**src/rtl/seven_seg_scan_mux_pkg.sv**
```systemverilog
// Shared constants, segment decode table and counter-width helpers for the
// multiplexed 7-segment scan driver.
package seven_seg_pkg;

  localparam logic [6:0] SEG_BLANK = 7'h7F;
  localparam logic [6:0] SEG_DASH  = 7'b1111110;

  // Width of a counter that must hold 0..n-1; never narrower than one bit.
  function automatic int cnt_w(input int n);
    return (n <= 1) ? 1 : $clog2(n);
  endfunction

  // {a,b,c,d,e,f,g}, active-low; non-decimal codes come out blank.
  function automatic logic [6:0] seg_decode(input logic [3:0] d);
    case (d)
      4'd0:    seg_decode = 7'b0000001;
      4'd1:    seg_decode = 7'b1001111;
      4'd2:    seg_decode = 7'b0010010;
      4'd3:    seg_decode = 7'b0000110;
      4'd4:    seg_decode = 7'b1001100;
      4'd5:    seg_decode = 7'b0100100;
      4'd6:    seg_decode = 7'b0100000;
      4'd7:    seg_decode = 7'b0001111;
      4'd8:    seg_decode = 7'b0000000;
      4'd9:    seg_decode = 7'b0000100;
      default: seg_decode = SEG_BLANK;
    endcase
  endfunction

endpackage

```
**src/rtl/seven_seg_scan_mux_if.sv**
```systemverilog
// Display-side bundle: field values and display controls in, SEG/DP/AN pins out.
// BLINK_MASK exists only when SEVEN_SEG_BLINK_EN is defined.
interface seven_seg_scan_mux_if #(
  parameter int NUM_DIGITS = 4,
  parameter int FIELD_W    = 7
);
  localparam int NUM_FIELDS = NUM_DIGITS / 2;

  logic                          EN;
  logic [NUM_FIELDS*FIELD_W-1:0] VAL;
  logic [NUM_DIGITS-1:0]         DP_MASK;
  logic                          LZB;
`ifdef SEVEN_SEG_BLINK_EN
  logic [NUM_FIELDS-1:0]         BLINK_MASK;
`endif
  logic [6:0]                    SEG;
  logic                          DP;
  logic [NUM_DIGITS-1:0]         AN;

`ifdef SEVEN_SEG_BLINK_EN
  modport master (output EN, VAL, DP_MASK, LZB, BLINK_MASK, input SEG, DP, AN);
  modport slave  (input EN, VAL, DP_MASK, LZB, BLINK_MASK, output SEG, DP, AN);
`else
  modport master (output EN, VAL, DP_MASK, LZB, input SEG, DP, AN);
  modport slave  (input EN, VAL, DP_MASK, LZB, output SEG, DP, AN);
`endif

endinterface

```
**src/rtl/seven_seg_scan_mux_bin_to_2digit.sv**
```systemverilog
// Combinational split of a binary field into decimal tens/units, flagging
// values above 99 so the caller can show dashes instead.
module bin_to_2digit #(
  parameter int FIELD_W = 7
) (
  input  logic [FIELD_W-1:0] bin,
  output logic [3:0]         tens,
  output logic [3:0]         units,
  output logic               ovf
);
  localparam int EXT_W = (FIELD_W > 7) ? FIELD_W : 7;

  logic [EXT_W-1:0] v;

  assign v     = EXT_W'(bin);
  assign ovf   = v > EXT_W'(99);
  // Digits are meaningless when ovf is set; the decoder ignores them then.
  assign tens  = 4'(v / EXT_W'(10));
  assign units = 4'(v % EXT_W'(10));

endmodule

```
**src/rtl/seven_seg_scan_mux.sv**
```systemverilog
// Time-multiplexed common-anode 7-segment driver with blanking slots, frame-coherent
// capture, DP, leading-zero blanking and optional blink (SEVEN_SEG_BLINK_EN).
module seven_seg_scan_mux
  import seven_seg_pkg::*;
#(
  parameter int NUM_DIGITS   = 4,
  parameter int FIELD_W      = 7,
  parameter int SCAN_DIV     = 50000,
  parameter int BLANK_CYC    = 16,
  parameter int BLINK_FRAMES = 128
) (
  input logic                CLK,
  input logic                RST_N,
  seven_seg_scan_mux_if.slave bus
);
  localparam int NUM_FIELDS = NUM_DIGITS / 2;
  localparam int PCNT_W     = cnt_w(SCAN_DIV);
  localparam int IDX_W      = cnt_w(NUM_DIGITS);

  if ((NUM_DIGITS % 2) != 0 || NUM_DIGITS < 2 || NUM_DIGITS > 8 ||
      SCAN_DIV < BLANK_CYC + 2 || BLINK_FRAMES < 1) begin : g_param_check
    $error("seven_seg_scan_mux: illegal parameter combination");
  end

  logic [PCNT_W-1:0]             pcnt_reg;
  logic [IDX_W-1:0]              idx_reg;
  logic [NUM_FIELDS*FIELD_W-1:0] val_shadow_reg;
  logic [NUM_DIGITS-1:0]         dp_shadow_reg;
  logic [6:0]                    seg_reg, seg_next;
  logic                          dp_reg, dp_next;
  logic [NUM_DIGITS-1:0]         an_reg, an_next;
  logic                          slot_end, frame_end;
  logic [6:0]                    digit_seg [NUM_DIGITS];
  logic [NUM_DIGITS-1:0]         digit_blank;

  assign slot_end  = pcnt_reg == PCNT_W'(SCAN_DIV - 1);
  assign frame_end = slot_end && (idx_reg == IDX_W'(NUM_DIGITS - 1));

  // Decode works only from the shadow, so a frame never mixes old and new values.
  genvar gi;
  for (gi = 0; gi < NUM_FIELDS; gi++) begin : g_field
    logic [3:0] tens, units;
    logic       ovf;

    bin_to_2digit #(.FIELD_W(FIELD_W)) u_b2d (
      .bin   (val_shadow_reg[gi*FIELD_W +: FIELD_W]),
      .tens  (tens),
      .units (units),
      .ovf   (ovf)
    );

    assign digit_seg[2*gi]   = ovf ? SEG_DASH : seg_decode(units);
    assign digit_seg[2*gi+1] = ovf ? SEG_DASH :
                               (bus.LZB && tens == 4'd0) ? SEG_BLANK : seg_decode(tens);
  end

`ifdef SEVEN_SEG_BLINK_EN
  localparam int FRAME_W = cnt_w(BLINK_FRAMES);
  logic [FRAME_W-1:0] frame_cnt_reg;
  logic               phase_reg;

  for (gi = 0; gi < NUM_DIGITS; gi++) begin : g_blink
    assign digit_blank[gi] = phase_reg & bus.BLINK_MASK[gi/2];
  end
`else
  assign digit_blank = '0;
`endif

  always_comb begin
    seg_next = SEG_BLANK;
    dp_next  = 1'b1;
    an_next  = '1;
    if (bus.EN && pcnt_reg >= PCNT_W'(BLANK_CYC)) begin
      an_next = ~(NUM_DIGITS'(1) << idx_reg);
      if (!digit_blank[idx_reg]) begin
        seg_next = digit_seg[idx_reg];
        dp_next  = ~dp_shadow_reg[idx_reg];
      end
    end
  end

  always_ff @(posedge CLK) begin
    if (!RST_N) begin
      pcnt_reg       <= '0;
      idx_reg        <= '0;
      val_shadow_reg <= '0;
      dp_shadow_reg  <= '0;
      seg_reg        <= SEG_BLANK;
      dp_reg         <= 1'b1;
      an_reg         <= '1;
`ifdef SEVEN_SEG_BLINK_EN
      frame_cnt_reg  <= '0;
      phase_reg      <= 1'b0;
`endif
    end else begin
      pcnt_reg <= slot_end ? '0 : pcnt_reg + PCNT_W'(1);
      if (slot_end) begin
        idx_reg <= (idx_reg == IDX_W'(NUM_DIGITS - 1)) ? '0 : idx_reg + IDX_W'(1);
      end
      if (frame_end || !bus.EN) begin
        val_shadow_reg <= bus.VAL;
        dp_shadow_reg  <= bus.DP_MASK;
      end
`ifdef SEVEN_SEG_BLINK_EN
      if (frame_end) begin
        if (frame_cnt_reg == FRAME_W'(BLINK_FRAMES - 1)) begin
          frame_cnt_reg <= '0;
          phase_reg     <= ~phase_reg;
        end else begin
          frame_cnt_reg <= frame_cnt_reg + FRAME_W'(1);
        end
      end
`endif
      seg_reg <= seg_next;
      dp_reg  <= dp_next;
      an_reg  <= an_next;
    end
  end

  assign bus.SEG = seg_reg;
  assign bus.DP  = dp_reg;
  assign bus.AN  = an_reg;

endmodule

```
**src/flat_wrapper.sv**
```systemverilog
// flat-port wrapper written by rule: the top's interface ports become plain ports
module seven_seg_scan_mux_flat import seven_seg_pkg::*;
#(
  parameter int NUM_DIGITS   = 4,
  parameter int FIELD_W      = 7,
  parameter int SCAN_DIV     = 50000,
  parameter int BLANK_CYC    = 16,
  parameter int BLINK_FRAMES = 128
)
  (CLK, RST_N, bus_EN, bus_VAL, bus_DP_MASK, bus_LZB, bus_SEG, bus_DP, bus_AN);
  seven_seg_scan_mux_if #(.NUM_DIGITS(NUM_DIGITS), .FIELD_W(FIELD_W)) bus_i ();
  input logic CLK;
  input logic RST_N;
  input wire logic [$bits(bus_i.EN)-1:0] bus_EN;
  input wire logic [$bits(bus_i.VAL)-1:0] bus_VAL;
  input wire logic [$bits(bus_i.DP_MASK)-1:0] bus_DP_MASK;
  input wire logic [$bits(bus_i.LZB)-1:0] bus_LZB;
  output wire logic [$bits(bus_i.SEG)-1:0] bus_SEG;
  output wire logic [$bits(bus_i.DP)-1:0] bus_DP;
  output wire logic [$bits(bus_i.AN)-1:0] bus_AN;
  assign bus_i.EN = bus_EN;
  assign bus_i.VAL = bus_VAL;
  assign bus_i.DP_MASK = bus_DP_MASK;
  assign bus_i.LZB = bus_LZB;
  assign bus_SEG = bus_i.SEG;
  assign bus_DP = bus_i.DP;
  assign bus_AN = bus_i.AN;
  seven_seg_scan_mux #(.NUM_DIGITS(NUM_DIGITS), .FIELD_W(FIELD_W), .SCAN_DIV(SCAN_DIV), .BLANK_CYC(BLANK_CYC), .BLINK_FRAMES(BLINK_FRAMES)) u_core (.CLK(CLK), .RST_N(RST_N), .bus(bus_i));
endmodule
```
**config.mk**
```make
export PLATFORM = sky130hd
export DESIGN_NAME = seven_seg_scan_mux_flat
export DESIGN_NICKNAME = d
export VERILOG_FILES = /design/src/rtl/seven_seg_scan_mux_pkg.sv /design/src/rtl/seven_seg_scan_mux_if.sv /design/src/rtl/seven_seg_scan_mux_bin_to_2digit.sv /design/src/rtl/seven_seg_scan_mux.sv /design/src/flat_wrapper.sv
export SDC_FILE = /design/constraint.sdc
export NUM_CORES = 1
export LEC_CHECK = 0
export CORE_ASPECT_RATIO = 1.1
export CORE_UTILIZATION = 64
export CTS_CLUSTER_DIAMETER = 30
export DETAILED_ROUTE_END_ITERATION = 6
export PLACE_DENSITY = 0.89
export SYNTH_ARGS = -nofsm -noshare
export SYNTH_HDL_FRONTEND = slang
export SYNTH_SLANG_ARGS = --single-unit
```
**constraint.sdc**
```tcl
create_clock -name CLK -period 8.6 [get_ports CLK]
set_input_delay 1.72 -clock CLK [delete_from_list [all_inputs] [get_ports CLK]]
set_output_delay 1.72 -clock CLK [all_outputs]
set_load 0.01 [all_outputs]
```
==> impl_summary.md <==
Run status
The run finished with clean final reports.

Clock network
The clock network latency to the later pin of the worst-skew pair is 0.30 ns. The root buffer cell is sky130_fd_sc_hd__clkbuf_8. The number of resized instances in the post-cts repair step is 0. The longest clock path from root to sink contains 2 buffers.

Clock tree synthesis inserted a total of 5 buffers. The number of hold-repair buffers added at the cts stage is 0. Buffers added to address setup during post-CTS repair amount to 0. Counting every sink on the clock net gives 48. TritonCTS built the clock tree. The number of levels in the clock H-tree is 2.

After clock tree synthesis, the clock-pin slew on the worst setup and hold paths is 0.09 ns.

STA
At the pin with the least slew margin, the transition time is 0.965 ns. Setup violations remaining at the end of the flow were counted as 0. In this run the tightest slew margin relative to its limit is 35.6%. Setup repair after global routing left no endpoint under its margin. The clock period minus worst slack is 4.60 ns. The final max-slew violation count is 0. The hold violation count in the final report is 0. The top achievable clock speed is 217 MHz. Dividing the final minimum period by the clock period gives 53.5%. The post-route clock skew is 0.00518 ns. The total negative slack for setup checks is 0 ns.

Power
The maximum ir drop on the vdd rail is 0.0946 mV. For this design the static power due to leakage is 1.79 nW. The overall power after layout is 0.000593 W.

The ratio of total power to cell area is 127 mW/mm2.

Layout
The library cells used most frequently in the layout, excluding fill and tap cells, are sky130_fd_sc_hd__nand2_1 (71), sky130_fd_sc_hd__dfxtp_1 (48), sky130_fd_sc_hd__nor2_1 (44). The post-layout instance area is 0.00466 mm2. Leaving out fill and tap cells, the most frequent cell in the layout is sky130_fd_sc_hd__nand2_1. The area growth from synthesis to layout is 7.29%.

The register with the most flip-flops in the layout has 16 of them. The count of antenna diodes in the layout is 0. In the final layout, the share of cells above drive strength 1 is 5.59%. After the last flow step, the layout net total stands at 623.

Run
The number of violations of the max-capacitance limit is 0.

Synth
The net count after synthesis is 621. In the synthesized netlist the dominant register cell turns out to be sky130_fd_sc_hd__dfxtp_1. The number of instances in the synthesized netlist is 569.

The post-synthesis instance area is 0.00434 mm2. The post-synthesis async set-or-reset flop share is 0%. The synthesized netlist contains 90 unique library cells. A synthesized cell averages 7.63 um2. The share of synthesized area in the top cell type comes to 22.1%. After synthesis the netlist holds a flip-flop and latch count of 48. The biggest area consumer among synthesized cells is sky130_fd_sc_hd__dfxtp_1.

The sequential cell area fraction in the yosys report is 22.1%. After synthesis, the cell types taking the most area are sky130_fd_sc_hd__dfxtp_1 (22%), sky130_fd_sc_hd__ha_1 (8.6%), sky130_fd_sc_hd__nand2_1 (6.1%). Counting flops with a built-in enable in the synthesized netlist gives 0. The number of synthesis warnings is 0.

Hold path
The launch point of the worst hold path is u_core.dp_shadow_reg[3]. The worst-case hold path end point is u_core.dp_shadow_reg[3]. In this run the worst hold path is classified as register to register. The number of cells traversed by the worst hold path is 2.

GRT
The total overflow left after global routing is 0. The number of global-route vias before repair is 3707. The initial antenna violation count came to 0. For this run, the total global-route usage over all layers was measured as 30.0%. Entering global routing, the biggest net connects 35 pins.

The first global-routing pass estimated 16900 um of wire.

Place
The HPWL reported at the end of detailed placement is 7690 um. The placer's final routability congestion estimate is 0.892. The area of placed instances is 0.00456 mm2. The count of buffers added on input and output ports is 33.

Floorplanning
The core region area is 0.00656 mm2. Pin placement for this block handled 34 I/O pins. The initial core utilization is 66.2%. The area of the die is 0.00712 mm2. The width of the chip is 80.5 um.

The die is 88.4 um tall. The cell row count is 31.

Detailed routing
In this run the top signal layer used is met4. The wire length on met1 is 4560 um. The number of routed nets with antenna violations is 0. Summed over all nets, wire length on met2 after detailed routing comes to 5100 um. After detailed routing, the met3 layer carries 427 um of wire. The first-iteration detailed-routing DRC count is 228. For this block, the routed nets add up to 10500 um of wire. The routed wire length per instance is 16.1 um. The detailed-route via count is 4198. The length of the first detailed-routing pass in iterations is 5. The routed via count divided by cell count is 6.42.

The number of remaining DRC errors is 0.

Critical path
The element type at the critical path start is a register. The kind of critical path is register to register. The category of the worst setup path capture point is a register. The count of cells along the worst register-to-register path is 14. Of all nets on the critical path, the largest fanout is 30. In this run the critical register-to-register path is launched from u_core.val_shadow_reg[4]. The critical path required time is 8.82 ns.

The data arrival time at the worst-slack endpoint is 4.82 ns. The worst flop-to-flop path endpoint is u_core.bus.SEG[3]. For flop-to-flop paths, the worst setup slack is 4.00 ns.
## metal layers
| metal | track usage (%) | vias up |
|---|---|---|
| met5 | 0 | - |
| met4 | 17.2 | 0 |
| met3 | 3.71 | 41 |
| met2 | 51.0 | 144 |
| met1 | 36.6 | 1961 |
| li1 | - | 2052 |
## layout make-up
cell class                      count  area, um2
Clock buffer                        6       82.6
Clock inverter                      2       13.8
Fill cell                         523       1900
Inverter                           28        105
Multi-Input combinational cell    454       3060
Sequential cell                    48        961
Tap cell                           82        103
Timing Repair Buffer               34        338
## Yosys cell counts, types with 5 or more instances
master                       n
sky130_fd_sc_hd__o21ai_0    22
sky130_fd_sc_hd__o221ai_1    6
sky130_fd_sc_hd__a22oi_1     5
sky130_fd_sc_hd__buf_2      11
sky130_fd_sc_hd__clkbuf_1   14
sky130_fd_sc_hd__nand2_1    71
sky130_fd_sc_hd__nor3_1      9
sky130_fd_sc_hd__a21boi_0   14
sky130_fd_sc_hd__a21oi_1    34
sky130_fd_sc_hd__and2_1      5
sky130_fd_sc_hd__dfxtp_1    48
sky130_fd_sc_hd__and3_1     13
sky130_fd_sc_hd__buf_4       6
sky130_fd_sc_hd__xor2_1      8
sky130_fd_sc_hd__inv_1      28
sky130_fd_sc_hd__nand3b_1    5
sky130_fd_sc_hd__nand3_1    15
sky130_fd_sc_hd__o2111ai_1   6
sky130_fd_sc_hd__nor2b_1     9
sky130_fd_sc_hd__xnor2_1    11
sky130_fd_sc_hd__a31oi_1    15
sky130_fd_sc_hd__nor2_1     44
sky130_fd_sc_hd__nor3b_1     6
sky130_fd_sc_hd__o21ai_1     6
sky130_fd_sc_hd__o21a_1      6
sky130_fd_sc_hd__a211oi_1    5
sky130_fd_sc_hd__buf_6       5
sky130_fd_sc_hd__ha_1       30
sky130_fd_sc_hd__nand2b_1   16
## logic make-up after synthesis
family | after synthesis | share of synthesized area [%]
AND/OR/NAND/NOR | 224 | 27.1
AO/OA/AOI/OAI | 173 | 28.4
buffers and inverters | 67 | 7.49
flip-flops | 48 | 22.1
adder cells (fa/ha/maj) | 30 | 8.65
XOR/XNOR | 20 | 4.21
multiplexers | 7 | 1.96
## worst max-delay path, cell delays in order, from the launching register on
cell and delay [ns]:
sky130_fd_sc_hd__dfxtp_1 0.97, sky130_fd_sc_hd__nor2b_1 0.22, sky130_fd_sc_hd__o21ai_0 0.21, sky130_fd_sc_hd__a21oi_1 0.09, sky130_fd_sc_hd__a211oi_1 0.37, sky130_fd_sc_hd__ha_1 0.55
sky130_fd_sc_hd__o21ai_1 0.19, sky130_fd_sc_hd__a31oi_1 0.48, sky130_fd_sc_hd__ha_1 0.34, sky130_fd_sc_hd__nand2_1 0.10, sky130_fd_sc_hd__o211ai_1 0.34, sky130_fd_sc_hd__nor3_1 0.15
sky130_fd_sc_hd__a31oi_1 0.17, sky130_fd_sc_hd__o31ai_1 0.09, sky130_fd_sc_hd__a211oi_1 0.24
## through the flow
stage          hold slack, ns  instances  util (%)  setup WS (ns)
2_1_floorplan           0.428        569         -           5.06
3_3_place_gp            0.439        646      69.6           4.33
3_5_place_dp            0.453        646      69.6           4.13
4_1_cts                 0.466        654      71.1           4.10
5_1_grt                 0.492        654      71.1           3.61
6_report                0.464        654      71.1           4.00
## worst max path at each step
stage,from,endpoint,slack (ns),cells after the start
finish,u_core.val_shadow_reg[4],u_core.bus.SEG[3],4.00,14
global route,u_core.val_shadow_reg[4],u_core.bus.SEG[3],3.61,14
CTS,u_core.val_shadow_reg[5],u_core.bus.SEG[3],4.10,14
detailed placement,u_core.val_shadow_reg[5],u_core.bus.SEG[3],4.13,14
global placement,u_core.val_shadow_reg[5],u_core.bus.SEG[3],4.33,14
floorplan,u_core.val_shadow_reg[4],u_core.bus.SEG[3],5.06,18
## power breakdown
group          leakage, nW  switching [W]  internal, W
sequential           0.391      0.0000176     0.000228
clock               0.0516      0.0000767    0.0000658
combinational         1.35       0.000118    0.0000871
total                 1.79       0.000213     0.000381
Power figures use the tool's default switching activity.
